## config.mk

```make
export PLATFORM = sky130hd
export DESIGN_NAME = rf_wb_arbiter
export DESIGN_NICKNAME = d
export VERILOG_FILES = /design/src/rtl/rf_wb_arbiter.sv
export SDC_FILE = /design/constraint.sdc
export NUM_CORES = 1
export LEC_CHECK = 0
export CORE_MARGIN = 4
export CORE_UTILIZATION = 30
export DETAILED_ROUTE_END_ITERATION = 6
export PLACE_DENSITY = 0.59
export SLEW_MARGIN = 10
export SYNTH_ARGS = -nofsm -noshare
export SYNTH_HDL_FRONTEND = slang
export SYNTH_SLANG_ARGS = --single-unit
```

## constraint.sdc

```tcl
create_clock -name clk -period 4.8 [get_ports clk]
set_input_delay 0.96 -clock clk [delete_from_list [all_inputs] [get_ports clk]]
set_output_delay 0.96 -clock clk [all_outputs]
set_load 0.01 [all_outputs]
```

## src/rtl/rf_wb_arbiter.sv

```systemverilog
// rf_wb_arbiter
// This block merges the pipeline writeback stream and the load-return stream
// onto the register file's single write port. It also keeps a scoreboard of
// registers that have loads outstanding. It raises one stall request for
// read-after-load, write-after-load and double-issue hazards, and for the cycle
// in which a starved load return takes the write port away from writeback.
module rf_wb_arbiter #(
   parameter int REG_NUM      = 32,
   parameter int ADDR_W       = 5,
   parameter int DATA_W       = 32,
   parameter int STARVE_LIMIT = 4,
   localparam int CNT_W       = $clog2(STARVE_LIMIT + 1)
) (
   input  logic               clk,
   input  logic               rst,
   input  logic               wb_valid,
   input  logic [ADDR_W-1:0]  wb_addr,
   input  logic [DATA_W-1:0]  wb_data,
   input  logic               ld_valid,
   input  logic [ADDR_W-1:0]  ld_addr,
   input  logic [DATA_W-1:0]  ld_data,
   output logic               ld_ready,
   input  logic               iss_ld,
   input  logic [ADDR_W-1:0]  iss_addr,
   input  logic               re1,
   input  logic               re2,
   input  logic [ADDR_W-1:0]  raddr1,
   input  logic [ADDR_W-1:0]  raddr2,
   output logic               rf_we,
   output logic [ADDR_W-1:0]  rf_waddr,
   output logic [DATA_W-1:0]  rf_wdata,
   output logic               stall_req,
   output logic [REG_NUM-1:0] pending,
   output logic [CNT_W-1:0]   starve_cnt
);

   // State: the scoreboard and the refusal counter.
   logic [REG_NUM-1:0] pending_q, pending_d;
   logic [CNT_W-1:0]   starve_cnt_q, starve_cnt_d;

   // One-hot decodes of each address. Bit 0 is held at zero, so x0 can never
   // hit the scoreboard. That single choice covers every "addr != 0" term.
   logic [REG_NUM-1:0] rd1_oh, rd2_oh, wb_oh, iss_oh, ld_oh;

   // Combinational arbitration terms.
   logic rd_haz, waw_haz, iss_haz, starve_win;
   logic ld_fire, wb_grant;
   logic [REG_NUM-1:0] set_vec, clr_vec;

   assign rd1_oh[0] = 1'b0;
   assign rd2_oh[0] = 1'b0;
   assign wb_oh[0]  = 1'b0;
   assign iss_oh[0] = 1'b0;
   assign ld_oh[0]  = 1'b0;

   genvar gi;
   generate
      for (gi = 1; gi < REG_NUM; gi++) begin : g_dec
         assign rd1_oh[gi] = (raddr1   == ADDR_W'(gi));
         assign rd2_oh[gi] = (raddr2   == ADDR_W'(gi));
         assign wb_oh[gi]  = (wb_addr  == ADDR_W'(gi));
         assign iss_oh[gi] = (iss_addr == ADDR_W'(gi));
         assign ld_oh[gi]  = (ld_addr  == ADDR_W'(gi));
      end
   endgenerate

   // Hazard detection. It looks only at the registered scoreboard, so there is
   // no same-cycle bypass.
   always_comb begin
      rd_haz     = (re1 & (|(pending_q & rd1_oh))) |
                   (re2 & (|(pending_q & rd2_oh)));
      waw_haz    = wb_valid & (|(pending_q & wb_oh));
      iss_haz    = iss_ld & (|(pending_q & iss_oh));
      starve_win = ld_valid & wb_valid &
                   (starve_cnt_q == CNT_W'(STARVE_LIMIT));
   end

   // Handshakes. Reset forces stall, load acceptance and writeback grant low.
   always_comb begin
      stall_req = ~rst & (rd_haz | waw_haz | iss_haz | starve_win);
      ld_ready  = ~rst & (~wb_valid | stall_req);
      ld_fire   = ld_valid & ld_ready;
      wb_grant  = ~rst & wb_valid & ~stall_req;
   end

   // Write-port mux: a firing load has priority, then writeback. When idle the
   // address and data are driven to zero. Writes to x0 are dropped.
   always_comb begin
      rf_waddr = '0;
      rf_wdata = '0;
      if (ld_fire) begin
         rf_waddr = ld_addr;
         rf_wdata = ld_data;
      end else if (wb_grant) begin
         rf_waddr = wb_addr;
         rf_wdata = wb_data;
      end
      rf_we = (ld_fire | wb_grant) & (rf_waddr != '0);
   end

   // Scoreboard next state. A returning load clears its bit and an accepted
   // issue sets its bit. iss_haz stops both from hitting the same bit.
   always_comb begin
      clr_vec   = ld_oh  & {REG_NUM{ld_fire}};
      set_vec   = iss_oh & {REG_NUM{iss_ld & ~stall_req}};
      pending_d = (pending_q & ~clr_vec) | set_vec;
      if (rst) begin
         pending_d = '0;
      end
   end

   // Refusal counter next state. It counts consecutive cycles in which a valid
   // load is refused and saturates at the limit.
   always_comb begin
      starve_cnt_d = starve_cnt_q;
      if (rst || ld_fire || !ld_valid) begin
         starve_cnt_d = '0;
      end else if (starve_cnt_q != CNT_W'(STARVE_LIMIT)) begin
         starve_cnt_d = starve_cnt_q + CNT_W'(1);
      end
   end

   // State registers.
   always_ff @(posedge clk) begin
      pending_q    <= pending_d;
      starve_cnt_q <= starve_cnt_d;
   end

   assign pending    = pending_q;
   assign starve_cnt = starve_cnt_q;

endmodule

```

==> run_results.csv <==
group,metric,value,unit
timing,fin_setup_tns,0,ps
grt,first_global_vias,4770,
route,avgViaCountPerCell,5.92,
route,drt-total-wl,18600,um
grt,grt_start_max_net_pins,35,
pwr,p_total,1.01,mW
route,dr.pass1.iters,5,
logic_synthesis,yosysTopAreaCell,"dfxtp_1",
logic_synthesis,yosysSeqAreaShare,0.188,
clock_network,cts_root_buffer,"clkbuf_16",
pwr,p_seq_frac,0.288,
worst_hold_path,worstHoldPathType,"flip-flop to flip-flop",
worst_setup_path,crit_type,"primary input to output pin",
pwr,netSwitchingFraction,0.305,
logic_synthesis,synthFlopType,"dfxtp_1",
job,max-cap-violations,0,
placed_design,pre_cts_ws,-682,ps
placed_design,port_buffers,169,
pwr,pwr-share-clk,0.328,
floorplan,top_level_ports,171,
placed_design,dp_hpwl,14000,um
clock_network,cts_buffers,5,
clock_network,htreeDepth,2,
logic_synthesis,avgSynthCellArea,7.90,um2
layout,area_growth,71.5,%
pwr,switchingPower,0.307,mW
worst_setup_path,critPathMaxStageDelay,570,ps
timing,rsz0062_at_grt,"no",
timing,maxSlewHeadroom,0.626,
layout,n_antenna_cell,0,
timing,timing.final.crit_share,0.976,
logic_synthesis,synthArstFlopShare,0,
logic_synthesis,synth.area.top_cells,"dfxtp_1 19%, a22o_1 8.7%, mux2i_1 4.7%",
logic_synthesis,syn_nets,555,
timing,tightest_slew,559,ps
worst_setup_path,path_delay_family,"buffers and inverters",
logic_synthesis,synth-seq-cells,34,
logic_synthesis,syn_area,3610,um2
timing,slew_viol_final,0,
worst_setup_path,start_kind,"primary input",
layout,drive_gt1_frac,0.259,
timing,timing.final.setup_violations,0,
floorplan,fp.dieW,118,um
pwr,p_int,0.699,mW
pwr,pwr-share-comb,0.384,
layout,utilization,0.533,
floorplan,die_area,13900,um2
logic_synthesis,synth.top_cells.by_count,"36 x a22o_1, 36 x nand2_1, 34 x dfxtp_1",
route,ant_nets,0,
worst_setup_path,crit_path_frequent_cell,"buf_4",
worst_setup_path,required,3840,ps
clock_network,cts-hold-fix-buffers,0,
route,avgRoutedWirePerCell,22.5,um
logic_synthesis,synth_top_area_share,0.188,
clock_network,cts_tree,"built",
timing,worst_slack,118,ps
worst_setup_path,crit_fanout,10,
worst_setup_path,path_depth,14,
pwr,power_density,162,nW/um2
worst_setup_path,cp_num_buf_inv,6,
layout,stdcell_count,827,
route,vias,4899,
timing,hold_viol,0,
timing,skew,5.58,ps
clock_network,clock_latency,280,ps
floorplan,core_area,11600,um2
logic_synthesis,yosysWarnings,0,
clock_network,cts.path.max_buffers,2,
clock_network,clk_pin_slew,60,ps
route,drt_iter0_drc,446,
clock_network,cts_sinks,34,
timing,fmax,214,MHz
floorplan,die_h,118,um
logic_synthesis,synthCells,457,
worst_setup_path,reg2reg_depth,11,
grt,track_usage,0.254,
logic_synthesis,synth_edf_count,0,
worst_setup_path,crit_slowest_cell,"clkdlybuf4s50_1",
layout,nNetsFinal,781,
pwr,power_leakage,2.47,nW
grt,antenna_found_initial,0,
placed_design,gp_congestion,0.954,
grt,gr-total-overflow,0,
run_status,status,"finished clean",
floorplan,start_util,0.311,
worst_setup_path,cp_cell_sequence,"clkdlybuf4s50_1 > buf_4 > nor2_1 > a221o_1 > nand2_1 > a41oi_1 > and3_4 > o41ai_4 > buf_4 > buf_6 > nor2_4 > buf_16 > a22o_1 > buf_2",
placed_design,numPlacedInstances,797,
timing,min_period,4680,ps
floorplan,rows,39,
worst_setup_path,setup.worst_path.end_class,"output pin",
worst_hold_path,hold_depth,2,
logic_synthesis,yosysUniqueCellTypes,74,
worst_setup_path,cp.arrival,3720,ps
grt,grt_pass1_wl,28200,um
route,drc,0,
pwr,ir_drop,0.166,mV
what timing repair did:
item                                    CTS  global route
endpoints found under the setup margin   40            38
pin swaps                                18             8
buffers inserted                         16             2
hold endpoints to repair                  0             0
resized for setup                       183            14
cloned                                    6             0
power groups by stage:
stage	Combinational [mW]	Clock [mW]	Sequential, mW
after floorplan	0.155	0	0.294
after global placement	0.361	0	0.296
after detailed placement	0.362	0	0.296
after CTS	0.381	0.331	0.290
after global routing	0.409	0.341	0.290
final	0.386	0.330	0.290
logic make-up after synthesis:
logic type               share of synthesized area
AO/OA/AOI/OAI                                0.358
XOR/XNOR                                   0.00243
adder cells (fa/ha/maj)                    0.00693
buffers and inverters                       0.0890
flip-flops                                   0.188
multiplexers                                0.0887
other                                      0.00104
AND/OR/NAND/NOR                              0.266
placed cells by master, fill, tap and decap left out, types with 11 or more instances in the layout:
cell / netlist / layout
a22o_1: 36 / 36
buf_2: 14 / 35
buf_4: 5 / 79
buf_6: 5 / 11
clkdlybuf4s50_1: 0 / 116
dfxtp_1: 34 / 34
dlygate4sd2_1: 0 / 11
inv_1: 17 / 17
mux2i_1: 17 / 17
nand2_1: 36 / 36
nand3_1: 20 / 20
nand3b_1: 18 / 18
nor2_1: 17 / 17
o21ai_0: 23 / 20
o311ai_0: 18 / 18
o31ai_1: 13 / 13
metrics by stage:
stage / hold slack (ps) / instance area (um2)
4_1_cts: 585 / 6170
6_report: 580 / 6190
3_3_place_gp: 572 / 5840
2_1_floorplan: 512 / 3610
5_1_grt: 623 / 6190
3_5_place_dp: 576 / 5840
registers in the layout, summed over array words and instances, names as in the netlist:
signal / cells
pending: 31
starve_cnt: 3
worst min-delay path, cell delays in order (launching register included):
cell	delay [ps]
dfxtp_1	390
inv_1	80
o22ai_1	60
layer usage:
layer | GRT usage | share of wire | routed length [um] | vias to the layer above
met5 | 0 | 0 | 0 | -
met4 | 0.0740 | 0.025 | 461 | 0
met3 | 0.0351 | 0.062 | 1150 | 39
met2 | 0.423 | 0.48 | 8980 | 225
met1 | 0.342 | 0.43 | 8010 | 2360
li1 | - | - | - | 2275
final timing paths:
| path | from | to | slack (ps) |
|---|---|---|---|
| worst max-delay path | raddr2[1] | rf_wdata[9] | 120 |
| worst min-delay path | pending[30] | pending[30] | 580 |
| worst max register to register | pending[29] | pending[24] | 1760 |
| worst min register to register | pending[30] | pending[30] | 580 |
area by class of cell:
type	instances	area, um2
clock inverter	2	12.5
tap	143	179
multi-input combinational	358	2700
inverter	18	67.6
sequential	34	681
clock buffer	6	139
fill	1129	5420
timing repair buffer	266	2420
(Power assumes the default switching activity.)
